===== src/rtl/mips_mem_pkg.sv =====
`default_nettype none
// mips_mem_pkg: access-size encodings, store exception codes and buffer entry type
// shared by the store narrowing path and the load-side extension unit.  rev 1.0
package mips_mem_pkg;

    localparam logic [1:0] SZ_BYTE = 2'b00;
    localparam logic [1:0] SZ_HALF = 2'b01;
    localparam logic [1:0] SZ_WORD = 2'b10;
    localparam logic [1:0] SZ_RSVD = 2'b11;

    localparam logic [1:0] EXC_NONE          = 2'b00;
    localparam logic [1:0] EXC_ADES_MISALIGN = 2'b01;
    localparam logic [1:0] EXC_ADES_SIZE     = 2'b10;

    localparam logic [3:0] BE_WORD = 4'b1111;

    typedef struct packed {
        logic [31:0] addr;
        logic [31:0] wdata;
        logic [3:0]  be;
    } store_entry_t;

endpackage
`default_nettype wire


===== src/rtl/store_lane_format.sv =====
`default_nettype none
// store_lane_format: turns a byte-addressed store into a word-aligned write with
// replicated lanes and byte enables, flagging misaligned / reserved-size requests.  rev 1.0
module store_lane_format
    import mips_mem_pkg::*;
(
    input  logic [31:0]  addr,
    input  logic [1:0]   size,
    input  logic [31:0]  data,
    output store_entry_t entry,
    output logic         fault,
    output logic [1:0]   code
);

    always_comb begin
        entry.addr  = {addr[31:2], 2'b00};
        entry.wdata = data;
        entry.be    = '0;
        fault       = 1'b0;
        code        = EXC_NONE;
        case (size)
            SZ_BYTE: begin
                entry.wdata = {4{data[7:0]}};
                entry.be    = 4'b0001 << addr[1:0];
            end
            SZ_HALF: begin
                entry.wdata = {2{data[15:0]}};
                entry.be    = addr[1] ? 4'b1100 : 4'b0011;
                if (addr[0]) begin
                    fault = 1'b1;
                    code  = EXC_ADES_MISALIGN;
                end
            end
            SZ_WORD: begin
                entry.be = BE_WORD;
                if (addr[1:0] != 2'b00) begin
                    fault = 1'b1;
                    code  = EXC_ADES_MISALIGN;
                end
            end
            default: begin
                // Reserved size wins over any alignment problem.
                fault = 1'b1;
                code  = EXC_ADES_SIZE;
            end
        endcase
    end

endmodule
`default_nettype wire


===== src/rtl/store_narrow_unit.sv =====
`default_nettype none
// store_narrow_unit: MEM-stage store formatter with a 2-entry write buffer and
// registered address-exception reporting.  rev 1.0
module store_narrow_unit
    import mips_mem_pkg::*;
#(
    parameter int DEPTH = 2
) (
    input  logic        clk,
    input  logic        rst_n,
    input  logic        req_valid,
    output logic        req_ready,
    input  logic [31:0] req_addr,
    input  logic [1:0]  req_size,
    input  logic [31:0] req_data,
    input  logic        flush,
    output logic        mem_valid,
    input  logic        mem_ready,
    output logic [31:0] mem_addr,
    output logic [31:0] mem_wdata,
    output logic [3:0]  mem_be,
    output logic        exc_valid,
    output logic [31:0] exc_addr,
    output logic [1:0]  exc_code
);

    localparam logic [1:0] CNT_FULL = 2'(DEPTH);

    store_entry_t fmt_entry;
    logic         fmt_fault;
    logic [1:0]   fmt_code;

    store_lane_format u_fmt (
        .addr  (req_addr),
        .size  (req_size),
        .data  (req_data),
        .entry (fmt_entry),
        .fault (fmt_fault),
        .code  (fmt_code)
    );

    store_entry_t stq_q [DEPTH];
    store_entry_t stq_d [DEPTH];
    logic [1:0]   count_q;
    logic [1:0]   count_d;
    logic         ready_q;
    logic         accept;
    logic         drain;
    logic         push;

    // ready_q depends only on the registered count, never on mem_ready.
    assign req_ready = ready_q && !flush;
    assign accept    = req_valid && req_ready;
    assign drain     = mem_valid && mem_ready;
    assign push      = accept && !fmt_fault;

    assign mem_valid = (count_q != 2'd0);
    assign mem_addr  = stq_q[0].addr;
    assign mem_wdata = stq_q[0].wdata;
    assign mem_be    = stq_q[0].be;

    always_comb begin
        stq_d   = stq_q;
        count_d = count_q;
        if (flush) begin
            // Only the head survives; if it drains now the buffer empties.
            if (drain) begin
                count_d = 2'd0;
            end else if (count_q != 2'd0) begin
                count_d = 2'd1;
            end
        end else begin
            if (drain) begin
                stq_d[0] = stq_q[1];
                count_d  = count_q - 2'd1;
            end
            if (push) begin
                stq_d[count_d[0]] = fmt_entry;
                count_d           = count_d + 2'd1;
            end
        end
    end

    always_ff @(posedge clk) begin
        if (!rst_n) begin
            count_q   <= 2'd0;
            ready_q   <= 1'b0;
            exc_valid <= 1'b0;
            exc_addr  <= '0;
            exc_code  <= EXC_NONE;
            for (int i = 0; i < DEPTH; i++) begin
                stq_q[i] <= '0;
            end
        end else begin
            count_q   <= count_d;
            ready_q   <= (count_d < CNT_FULL);
            stq_q     <= stq_d;
            exc_valid <= accept && fmt_fault;
            if (accept && fmt_fault) begin
                exc_addr <= req_addr;
                exc_code <= fmt_code;
            end
        end
    end

endmodule
`default_nettype wire

===== config.mk =====
export PLATFORM = sky130hd
export DESIGN_NAME = store_narrow_unit
export DESIGN_NICKNAME = d
export VERILOG_FILES = /design/src/rtl/mips_mem_pkg.sv /design/src/rtl/store_lane_format.sv /design/src/rtl/store_narrow_unit.sv
export SDC_FILE = /design/constraint.sdc
export NUM_CORES = 1
export LEC_CHECK = 0
export CELL_PAD_IN_SITES_DETAIL_PLACEMENT = 1
export CELL_PAD_IN_SITES_GLOBAL_PLACEMENT = 1
export CORE_AREA = 5 5 157 159
export DETAILED_ROUTE_END_ITERATION = 16
export DIE_AREA = 0 0 162 164
export PLACE_DENSITY = 0.84
export SYNTH_ARGS = -nofsm -noshare
export SYNTH_HDL_FRONTEND = slang
export SYNTH_SLANG_ARGS = --single-unit
export TNS_END_PERCENT = 5

===== constraint.sdc =====
create_clock -name clk -period 3.1 [get_ports clk]
set_clock_uncertainty 0.2 [all_clocks]
set_input_delay 0.62 -clock clk [delete_from_list [all_inputs] [get_ports clk]]
set_output_delay 0.62 -clock clk [all_outputs]
set_load 0.05 [all_outputs]

; ---- Word level (Yosys, flattened, before mapping)
; Cells that the tools add are included.
; Widths: inputs -> output; s select.
[op_classes]
add_sub_neg = 2
magnitude_cmp = 3
bitwise_logic = 2
n_reduce_logical = 12
n_mux = 21
shifts = 1
eq_ne = 2
[op_table]
columns = operator, count
row1 = $mux 68, 3
row2 = $bwmux 136, 1
row3 = $mux 136, 1
row4 = $demux 68 s1, 1
row5 = $pmux 32 s2, 1
row6 = $mux 2, 6
row7 = $pmux 4 s3, 1
row8 = $logic_and 1x1->1, 6
row9 = $pmux 2 s3, 1
row10 = $mux 1, 4
row11 = $mux 4, 1
row12 = $reduce_bool 2->1, 2
row13 = $shl 1x2->4 const A, 1
row14 = $pmux 1 s3, 1
row15 = $add 2x1->2 const B, 1
row16 = $eq 2x1->1 const B, 1
row17 = $eq 2x2->1 const B, 1
row18 = $ge 2x2->1 const B, 1
row19 = $logic_not 1->1, 2
row20 = $logic_not 2->1, 1
row21 = $lt 2x1->1 const B, 1
row22 = $lt 2x2->1 const B, 1
row23 = $not 1->2, 1
row24 = $reduce_and 2->1, 1
row25 = 2 further kinds, 2
[word_totals]
reg_bits = 174
input_bits = 71
elab_cells = 54
output_inout_bits = 105

; ---- Depth between registers and ports, before layout
; Gate-level depths: netlist (run 1).
[logic_depth]
depth_word = 11
mapped_depth = 11
ltp_nobuf = 6

; ---- Cells and area by module
; From an unflattened synthesis (run 1), not the netlist that was laid out.
[hier_totals]
hier_cells = 1285
area_unflattened_um2 = 9452.8
[modules_own_cells]
columns = mod, area_per_inst_um2, seq_area_each_um2, cells_each, instances
row1 = store_narrow_unit, 8679.6, 3483.3, 1179, 1
row2 = store_lane_format, 773.2, 0.0, 106, 1

; ---- Worst setup path after synthesis (run 1)
; Ideal clock, no wire load.
[synth_timing]
path_type = in2out
startpoint = in flush
endpoint = out req_ready
arrival_time_ns = 1.909
path_buffers = 3
setup_slack_ns = 0.371
stages = 4
t_required_ns = 2.280
cell_sequence = clkbuf_1 clkbuf_1 clkbuf_1 nor2b_1
[synth_via]
elab_chain_cells = 2
[synth_rtl]
columns = item, line
row1 = "start, declared", store_narrow_unit.sv:16  ; input logic flush,
row2 = $logic_not 1->1, store_narrow_unit.sv:52  ; assign req_ready = ready_q && !flush;
row3 = $logic_and 1x1->1, store_narrow_unit.sv:52
row4 = "end, declared", store_narrow_unit.sv:12  ; output logic req_ready,
; Every way passes these cells.

; ---- Worst setup path after layout (run 1)
[layout_timing]
startpoint = reg count_q[0]
endpoint = reg stq_q, in the netlist mem_addr[27]
[layout_via]
elab_chain_cells = 11
word_cells_on_any_way = 15
classes_between = 1 x add/sub / 2 x order compare / 8 x mux / 1 x bitwise / 3 x reduce/logical
[layout_rtl]
columns = item, line
row1 = "start, declared", store_narrow_unit.sv:44  ; logic [1:0] count_q;
row2 = "start signal, assigned", store_narrow_unit.sv:95  ; count_q <= count_d;
row3 = branches (longest 10 deep; another with $sub 2x1->2), n/a
row4 = $mux 136 (*), store_narrow_unit.sv:77  ; if (push) begin
row5 = "end signal, assigned", store_narrow_unit.sv:97  ; stq_q <= stq_d;
row6 = "end, declared", store_narrow_unit.sv:42  ; store_entry_t stq_q [DEPTH];
; Mark *: on every way between the ends. The select of a mux whose other input is x is not followed.
; A chain may end at the register's enable or synchronous reset.

==> out/metrics.yaml, run 1 <==
vias: 8003
cts_setup_buffers: 0
dieWidth_um: 162
met1_usage: 0.269
synth_top_area_cell: "dfxtp_1"
grt-busiest-layer: "met2"
cts_max_level: 4
root_buffer: "clkbuf_16"
power.leakage_nw: 3.90
path_class: "reg2reg"
area_growth_pct: 24.4
first_pass_iters: 4
cp.required_ns: 3.22
fillers: 2637
clkTransAtPathRegs_ns: 0.07
clk_path_buf_depth: 2
slew_viol_final: 0
fp.coreArea_sq_um: 23100
route.detailed.drc: 0
ant_nets: 0
rows: 56
hpwl_mm: 18.3
avgViaCountPerCell: 5.88
synth.area.top_cells: "dfxtp_1 39%, mux2i_1 8.6%, buf_4 6.3%, a32o_1 6.1%, a21oi_1 5.8%"
yosysTopAreaCellShare: 0.392
fmax_mhz: 380
globalRouteMet3Util: 0.0407
crit_path_end_kind: "register"
synth.most_common_cell: "dfxtp_1"
portBuffers: 175
rsz0062_at_grt: "no"
whs_ns: 0.256
cts_buffers: 17
regArea_sq_um: 3480
final_nets: 1132
yosys-top-cells-count: "174 x dfxtp_1, 103 x a21oi_1, 76 x mux2i_1, 75 x nand2_1, 74 x buf_4"
drive_gt1_frac: 0.0914
min_path_type: "reg2reg"
ctsHoldBuffers: 0
tightestPinTransition_ns: 0.642
syn-instance-count: 1010
finalSetupViolCount: 0
ys_seq_area_frac: 0.392
setup_tns_ns: 0
grt_pass1_wl_mm: 44.2
wl_per_cell_um: 20.7
overflow: 0
fin_area_sq_um: 11000
synth-main-ff-cell: "dfxtp_1"
fin_crit_ns: 2.63
synth_cell_type_count: 43
grt_pass1_vias: 7964
synth_seq_cells: 174
cts_resized: 0
syn_avg_cell_area_sq_um: 8.79
maxCapViolations: 0
n_antenna_cell: 0
initial_core_util: 0.384
timing.slew.headroom: 0.570
die_area_sq_um: 26600
grtUsageTotal: 0.206
synth_edf_count: 0
power_density_nw_per_um2: 505
critPathMaxFanout: 112
yosysWarnings: 0
dpl_cell_area_sq_um: 10400
finish.utilization: 0.478
clock-sinks: 174
critPathLaunchType: "register"
critPathArrivalTime_ns: 2.75
grt_max_degree: 113
fin_crit_sh: 0.848
status: "finished clean"
async_reset_ff_frac: 0
gp_congestion: 0.807
totalWireLength_mm: 28.1
drt_iter0_drc: 581
cts_tree: "done"
pin_count: 176
ir_worst_vdd_mv: 0.304
antenna_found_initial: 0
clock_latency_ns: 0.42
multi_input_area_sq_um: 4410
use_met2: 0.348
dieHeight_um: 164
syn_nets: 1082
finalHoldViolCount: 0
synth_area_sq_um: 8870
[path summary, 6_finish.rpt]
check                            from                   endpoint  slack [ns]  cells past startpoint
min reg2reg  exc_addr[9]$_SDFFE_PN0P_   exc_addr[9]$_SDFFE_PN0P_        0.26                      2
min          exc_addr[9]$_SDFFE_PN0P_   exc_addr[9]$_SDFFE_PN0P_        0.26                      2
max           count_q[0]$_SDFFE_PN0P_  mem_addr[27]$_SDFFE_PN0N_        0.47                      7
max reg2reg   count_q[0]$_SDFFE_PN0P_  mem_addr[27]$_SDFFE_PN0N_        0.47                      7
[worst max-delay path: stages, from the launching register on]
cell and delay [ns]:
dfxtp_1 0.53, inv_1 0.17, ha_1 0.28, nand2b_4 0.21
xnor2_2 0.30, buf_12 0.41, a211oi_1 0.16, o21a_1 0.20
[cell type report]
| cell class | instances | area share |
|---|---|---|
| inverters | 5 | 0.00181 |
| repair buffers | 211 | 0.193 |
| clock buffers | 17 | 0.0385 |
| flip-flops and latches | 174 | 0.315 |
| well taps | 290 | 0.0329 |
| multi-input cells | 651 | 0.400 |
| clock inverters | 14 | 0.0186 |
[routing by layer]
layer / up-vias / wire (um) / share of wire
li1: 3763 / - / -
met4: 0 / 450 / 0.016
met2: 200 / 13700 / 0.49
met5: - / 0 / 0
met3: 26 / 1250 / 0.044
met1: 4014 / 12700 / 0.45
[per-stage QoR]
step	setup slack [ns]	std cells	power, mW
after floorplan	0.371	1010	2.94
after global placement	0.244	1331	3.25
after detailed placement	0.164	1331	3.27
after CTS	0.479	1362	5.60
after global routing	0.371	1362	5.76
final	0.472	1362	5.57
[cell families (layout without fill, tap and decap cells)]
| group | Yosys count | after routing | share of synthesized area |
|---|---|---|---|
| AOI/OAI and AO/OA | 360 | 360 | 0.276 |
| xor gates and xnor gates | 4 | 4 | 0.00564 |
| adders and majority gates | 1 | 1 | 0.00141 |
| buffers and inverters | 185 | 247 | 0.115 |
| DFF | 174 | 174 | 0.392 |
| muxes | 92 | 92 | 0.106 |
| and+or+nand+nor | 194 | 194 | 0.102 |
[report_power, final]
part	leakage, nW	internal, mW	total [mW]	switching, mW
Combinational	2.20	0.321	0.925	0.604
Clock	0.295	1.36	2.35	0.985
Sequential	1.40	2.27	2.30	0.0274
Total	3.90	3.96	5.57	1.62
[cells in the final DEF (no fill, tap or decap), types with 5 or more instances in the layout]
master	n
dfxtp_1	174
clkdlybuf4s50_1	171
a21oi_1	103
mux2i_1	76
nand2_1	75
o21ai_0	69
nand3_1	59
o21a_1	55
a32o_1	54
a211oi_1	54
nor3_1	32
buf_4	29
clkbuf_16	17
mux2_2	16
buf_12	10
nand4_1	8
nor2_1	7
o311ai_0	5
Note: power is estimated with default switching activity, not from simulation.
==> run 2, diff against run 1 <==
==> constraint.sdc (replaced) <==
create_clock -name clk -period 2.5 [get_ports clk]
set_clock_uncertainty 0.2 [all_clocks]
set_input_delay 0.5 -clock clk [delete_from_list [all_inputs] [get_ports clk]]
set_output_delay 0.5 -clock clk [all_outputs]
set_load 0.05 [all_outputs]
==> out/metrics.yaml, run 2 (synthesis results as in run 1) <==
fin_area_sq_um: 11200  # +1.7%
finalHoldViolCount: 0  # unchanged
wl_per_cell_um: 20.8  # +0.60%
grt-busiest-layer: "met2"
fin_crit_sh: 0.952
antenna_found_initial: 1  # +1
tightestPinTransition_ns: 0.701  # +0.0589 ns
rsz0062_at_grt: "no"
grt_max_degree: 77  # -32%
maxCapViolations: 0  # unchanged
root_buffer: "clkbuf_16"
critPathMaxFanout: 3  # -97%
dpl_cell_area_sq_um: 10600  # +2.2%
power.leakage_nw: 3.99  # +2.4%
path_buf_inv: 1  # -1
cts_buffers: 17  # unchanged
ctsHoldBuffers: 0  # unchanged
overflow: 0  # unchanged
finalSetupViolCount: 0  # unchanged
globalRouteMet3Util: 0.0414  # +0.000753
rows: 56  # unchanged
clkPwrFrac: 0.401  # -0.021
slew_viol_final: 0  # unchanged
cp.required_ns: 1.80  # -1.42 ns
status: "finished clean"
vias: 8054  # +0.64%
drt_iter0_drc: 576  # -0.86%
dieWidth_um: 162  # unchanged
min_path_type: "reg2reg"
clkTransAtPathRegs_ns: 0.07  # about the same
clk_path_buf_depth: 2  # unchanged
final_cells: 1379  # +1.2%
swShare: 0.293  # +0.00310
first_pass_iters: 5  # +1
totalWireLength_mm: 28.7  # +1.9%
crit_path_end_kind: "primary output"
use_met2: 0.359  # +0.0105
fmax_mhz: 420
clock_latency_ns: 0.43  # about the same
ir_worst_vdd_mv: 0.403  # +32%
critPathMaxStageDelay_ns: 0.84  # +0.31 ns
clock-sinks: 174  # unchanged
crit_family: "buffers and inverters"
timing.slew.headroom: 0.533  # -0.0374
power_density_nw_per_um2: 607  # +20%
fin_total_pwr_mw: 6.82  # +22%
path_class: "reg2out"
hpwl_mm: 18.8  # +2.8%
cts_tree: "done"
path_cells: "clkdlybuf4s50_1"
met1_usage: 0.268  # -0.00130
avgViaCountPerCell: 5.84  # -0.60%
critPathLaunchType: "register"
dpl.cell_count: 1346  # +1.1%
drive_gt1_frac: 0.103  # +0.0115
cts_setup_buffers: 0  # unchanged
cp_slowest_cell: "clkdlybuf4s50_1"
die_area_sq_um: 26600  # unchanged
route.detailed.drc: 0  # unchanged
fp.coreArea_sq_um: 23100  # unchanged
grt_pass1_vias: 8179  # +2.7%
gp_congestion: 0.785  # -2.7%
cts_resized: 0  # unchanged
fin_crit_ns: 2.38
layout_common_cells: "174 x dfxtp_1, 171 x clkdlybuf4s50_1, 103 x a21oi_1"
ant_nets: 0  # unchanged
grt_pass1_wl_mm: 44.9  # +1.6%
dieHeight_um: 164  # unchanged
p_int_mw: 4.82  # +22%
initial_core_util: 0.384  # unchanged
area_growth_pct: 26.6
power_frac_seq: 0.418  # +0.006
portBuffers: 175  # unchanged
setup_tns_ns: 0  # unchanged
switchingPower_mw: 2.00  # +24%
final_nets: 1147  # +1.3%
critPathArrivalTime_ns: 1.68  # -1.07 ns
cts_max_level: 4  # unchanged
p_comb_frac: 0.181  # +0.015
final_common_cell: "dfxtp_1"
grtUsageTotal: 0.210  # +0.00410
pin_count: 176  # unchanged
-- run 2: changes by cell type in the layout (fill, tap and decap cells not counted), sizes merged --
cell / before / now
clkbuf: 17 / 21
bufinv: 4 / 2
diode: 0 / 1
clkinv: 2 / 3
buf: 40 / 55
inv: 9 / 7
-- run 2: final timing paths --
kind	from	to	slack, ns	cells after the start
setup / recovery	mem_wdata[15]$_SDFFE_PN0N_	mem_wdata[15]	0.12	1
hold / removal	exc_addr[12]$_SDFFE_PN0P_	exc_addr[12]$_SDFFE_PN0P_	0.25	2
setup reg to reg	count_q[0]$_SDFFE_PN0P_	mem_wdata[27]$_SDFFE_PN0N_	0.19	7
hold reg to reg	exc_addr[12]$_SDFFE_PN0P_	exc_addr[12]$_SDFFE_PN0P_	0.25	2
-- run 2: final cells by class --
cell class / instances / area [sq um]
Clock inverter: 11 / 133
Antenna cell: 1 / 2.50
Multi-Input combinational cell: 651 / 4410
Clock buffer: 21 / 460
Inverter: 5 / 20.0
Timing Repair Buffer: 226 / 2360
Tap cell: 290 / 363
Fill cell: 2624 / 11900
Sequential cell: 174 / 3480
-- run 2: per-stage QoR --
stage,hold slack [ns],setup WS (ns),utilization
final,0.255,0.120,0.486
after global placement,0.241,-0.145,0.460
after floorplan,0.227,0.0112,-
after CTS,0.254,0.0987,0.486
after detailed placement,0.248,-0.277,0.460
after global routing,0.272,0.0710,0.486
-- run 2: power by group through the flow --
stage / Clock, mW / Sequential, mW / Combinational, mW
final: 2.74 / 2.85 / 1.23
after global routing: 2.89 / 2.85 / 1.30
after CTS: 2.79 / 2.85 / 1.23
after detailed placement: 0 / 2.91 / 1.22
after global placement: 0 / 2.91 / 1.20
after floorplan: 0 / 2.94 / 0.700
-- run 2: per-layer routing --
metal	part of all wire	wire length, um
met1	0.44	12700
met2	0.49	14100
met3	0.045	1290
met4	0.020	587
met5	0	0
==> run 3, diff against run 2 <==
--- a/config.mk
+++ b/config.mk
@@ -7,10 +7,10 @@
 export LEC_CHECK = 0
 export CELL_PAD_IN_SITES_DETAIL_PLACEMENT = 1
 export CELL_PAD_IN_SITES_GLOBAL_PLACEMENT = 1
-export CORE_AREA = 5 5 157 159
+export CORE_AREA = 5 5 166 168
 export DETAILED_ROUTE_END_ITERATION = 16
-export DIE_AREA = 0 0 162 164
-export PLACE_DENSITY = 0.84
+export DIE_AREA = 0 0 171 173
+export PLACE_DENSITY = 0.76
 export SYNTH_ARGS = -nofsm -noshare
 export SYNTH_HDL_FRONTEND = slang
 export SYNTH_SLANG_ARGS = --single-unit
==> out/metrics.yaml, run 3 (synthesis results as in run 1) <==
timing.slew.headroom: 0.611  # +0.0782
finalSetupViolCount: 0  # unchanged
dpl.cell_count: 1401  # +4.1%
dieHeight_um: 173  # +5.5%
cts_max_level: 4  # unchanged
totalWireLength_mm: 28.6  # -0.39%
grt_pass1_vias: 8247  # +0.83%
path_buf_inv: 1  # unchanged
portBuffers: 175  # unchanged
power_frac_seq: 0.423  # +0.005
drt_iter0_drc: 502  # -13%
grt_pass1_wl_mm: 46.0  # +2.3%
swShare: 0.302  # +0.00835
critPathArrivalTime_ns: 1.66  # -0.02 ns
ant_nets: 0  # unchanged
die_area_sq_um: 29600  # +11%
critPathMaxStageDelay_ns: 0.83  # about the same
crit_path_end_kind: "primary output"
critPathLaunchType: "register"
cts_setup_buffers: 0  # unchanged
final_cells: 1433  # +3.9%
final_nets: 1157  # +0.87%
overflow: 0  # unchanged
clock_latency_ns: 0.43  # about the same
status: "finished clean"
hpwl_mm: 19.0  # +0.68%
initial_core_util: 0.344  # -0.0393
p_int_mw: 4.70  # -2.4%
drive_gt1_frac: 0.114  # +0.0110
clkPwrFrac: 0.392  # -0.009
path_class: "reg2out"
clkTransAtPathRegs_ns: 0.07  # about the same
avgViaCountPerCell: 5.61  # -3.9%
whs_ns: 0.255  # +0.000681 ns
cp.required_ns: 1.80  # about the same
power_density_nw_per_um2: 590  # -2.7%
vias: 8043  # -0.14%
switchingPower_mw: 2.03  # +1.6%
fp.coreArea_sq_um: 25800  # +11%
tightestPinTransition_ns: 0.582  # -0.119 ns
area_growth_pct: 28.5
pin_count: 176  # unchanged
ctsHoldBuffers: 0  # unchanged
finalHoldViolCount: 0  # unchanged
fin_crit_sh: 0.945  # -0.00698
p_comb_frac: 0.185  # +0.004
antenna_found_initial: 1  # unchanged
cts_resized: 0  # unchanged
fmax_mhz: 423  # +0.74%
clock-sinks: 174  # unchanged
cts_buffers: 17  # unchanged
power.leakage_nw: 4.06  # +1.7%
critPathMaxFanout: 3  # unchanged
dieWidth_um: 171  # +5.6%
min_path_type: "reg2reg"
maxCapViolations: 0  # unchanged
grtUsageTotal: 0.191  # -0.0189
layout_common_cells: "174 x dfxtp_1, 170 x clkdlybuf4s50_1, 103 x a21oi_1"
root_buffer: "clkbuf_16"
ir_worst_vdd_mv: 0.336  # -17%
clk_path_buf_depth: 2  # unchanged
rows: 59  # +5.4%
crit_family: "buffers and inverters"
rsz0062_at_grt: "no"
final_common_cell: "dfxtp_1"
gp_congestion: 0.763  # -2.8%
fin_crit_ns: 2.36  # -0.0174 ns
cp_slowest_cell: "clkdlybuf4s50_1"
grt_max_degree: 96  # +25%
wl_per_cell_um: 19.9  # -4.1%
first_pass_iters: 5  # unchanged
path_cells: "clkdlybuf4s50_1"
finish.utilization: 0.443  # -0.0431
cts_tree: "done"
slew_viol_final: 0  # unchanged
route.detailed.drc: 0  # unchanged
[run 3: cell count changes in the layout (fill, tap and decap cells not counted), sizes merged, moves of 2 or more]
cell	before	now
buf	55	66
clkbuf	21	18
clkinv	3	5
clkinvlp	4	2
inv	7	10
[run 3: layout make-up]
| cell class | instances | area, sq um |
|---|---|---|
| Timing Repair Buffer | 236 | 2500 |
| Antenna cell | 1 | 2.50 |
| Clock buffer | 18 | 439 |
| Fill cell | 2921 | 14400 |
| Inverter | 5 | 21.3 |
| Tap cell | 335 | 419 |
| Clock inverter | 13 | 129 |
| Multi-Input combinational cell | 651 | 4410 |
| Sequential cell | 174 | 3480 |
[run 3: power groups by stage]
| stage | clock network (mW) | logic, mW | registers (mW) |
|---|---|---|---|
| after floorplan | 0 | 0.700 | 2.94 |
| after global placement | 0 | 1.22 | 2.91 |
| after detailed placement | 0 | 1.25 | 2.91 |
| after CTS | 2.70 | 1.25 | 2.85 |
| after global routing | 2.82 | 1.33 | 2.85 |
| final | 2.64 | 1.25 | 2.85 |
[run 3: routing by layer]
layer  vias up  share of wire  global-route usage
met5         -              0                   0
met4         0          0.015              0.0571
met3        29          0.042              0.0290
met2       191           0.49               0.326
met1      4012           0.45               0.248
li1       3811              -                   -
[run 3: final timing paths]
path	from	end	slack [ns]	cells after the start
worst min-delay path	exc_addr[2]$_SDFFE_PN0P_	exc_addr[2]$_SDFFE_PN0P_	0.26	2
worst max register to register	count_q[0]$_SDFFE_PN0P_	register	0.29	8
worst min register to register	exc_addr[2]$_SDFFE_PN0P_	exc_addr[2]$_SDFFE_PN0P_	0.26	2
worst max-delay path	mem_wdata[6]$_SDFFE_PN0N_	mem_wdata[6]	0.14	1
[run 3: metrics by stage]
stage / instance area, sq um / TNS (ns) / setup WS [ns] / total power [mW]
finish: 11400 / 0 / 0.137 / 6.73
global route: 11400 / 0 / 0.0855 / 7.00
CTS: 11400 / 0 / 0.105 / 6.80
detailed placement: 10800 / -19.10 / -0.294 / 4.16
global placement: 10800 / -14.40 / -0.225 / 4.13
floorplan: 8870 / 0 / 0.0112 / 3.64
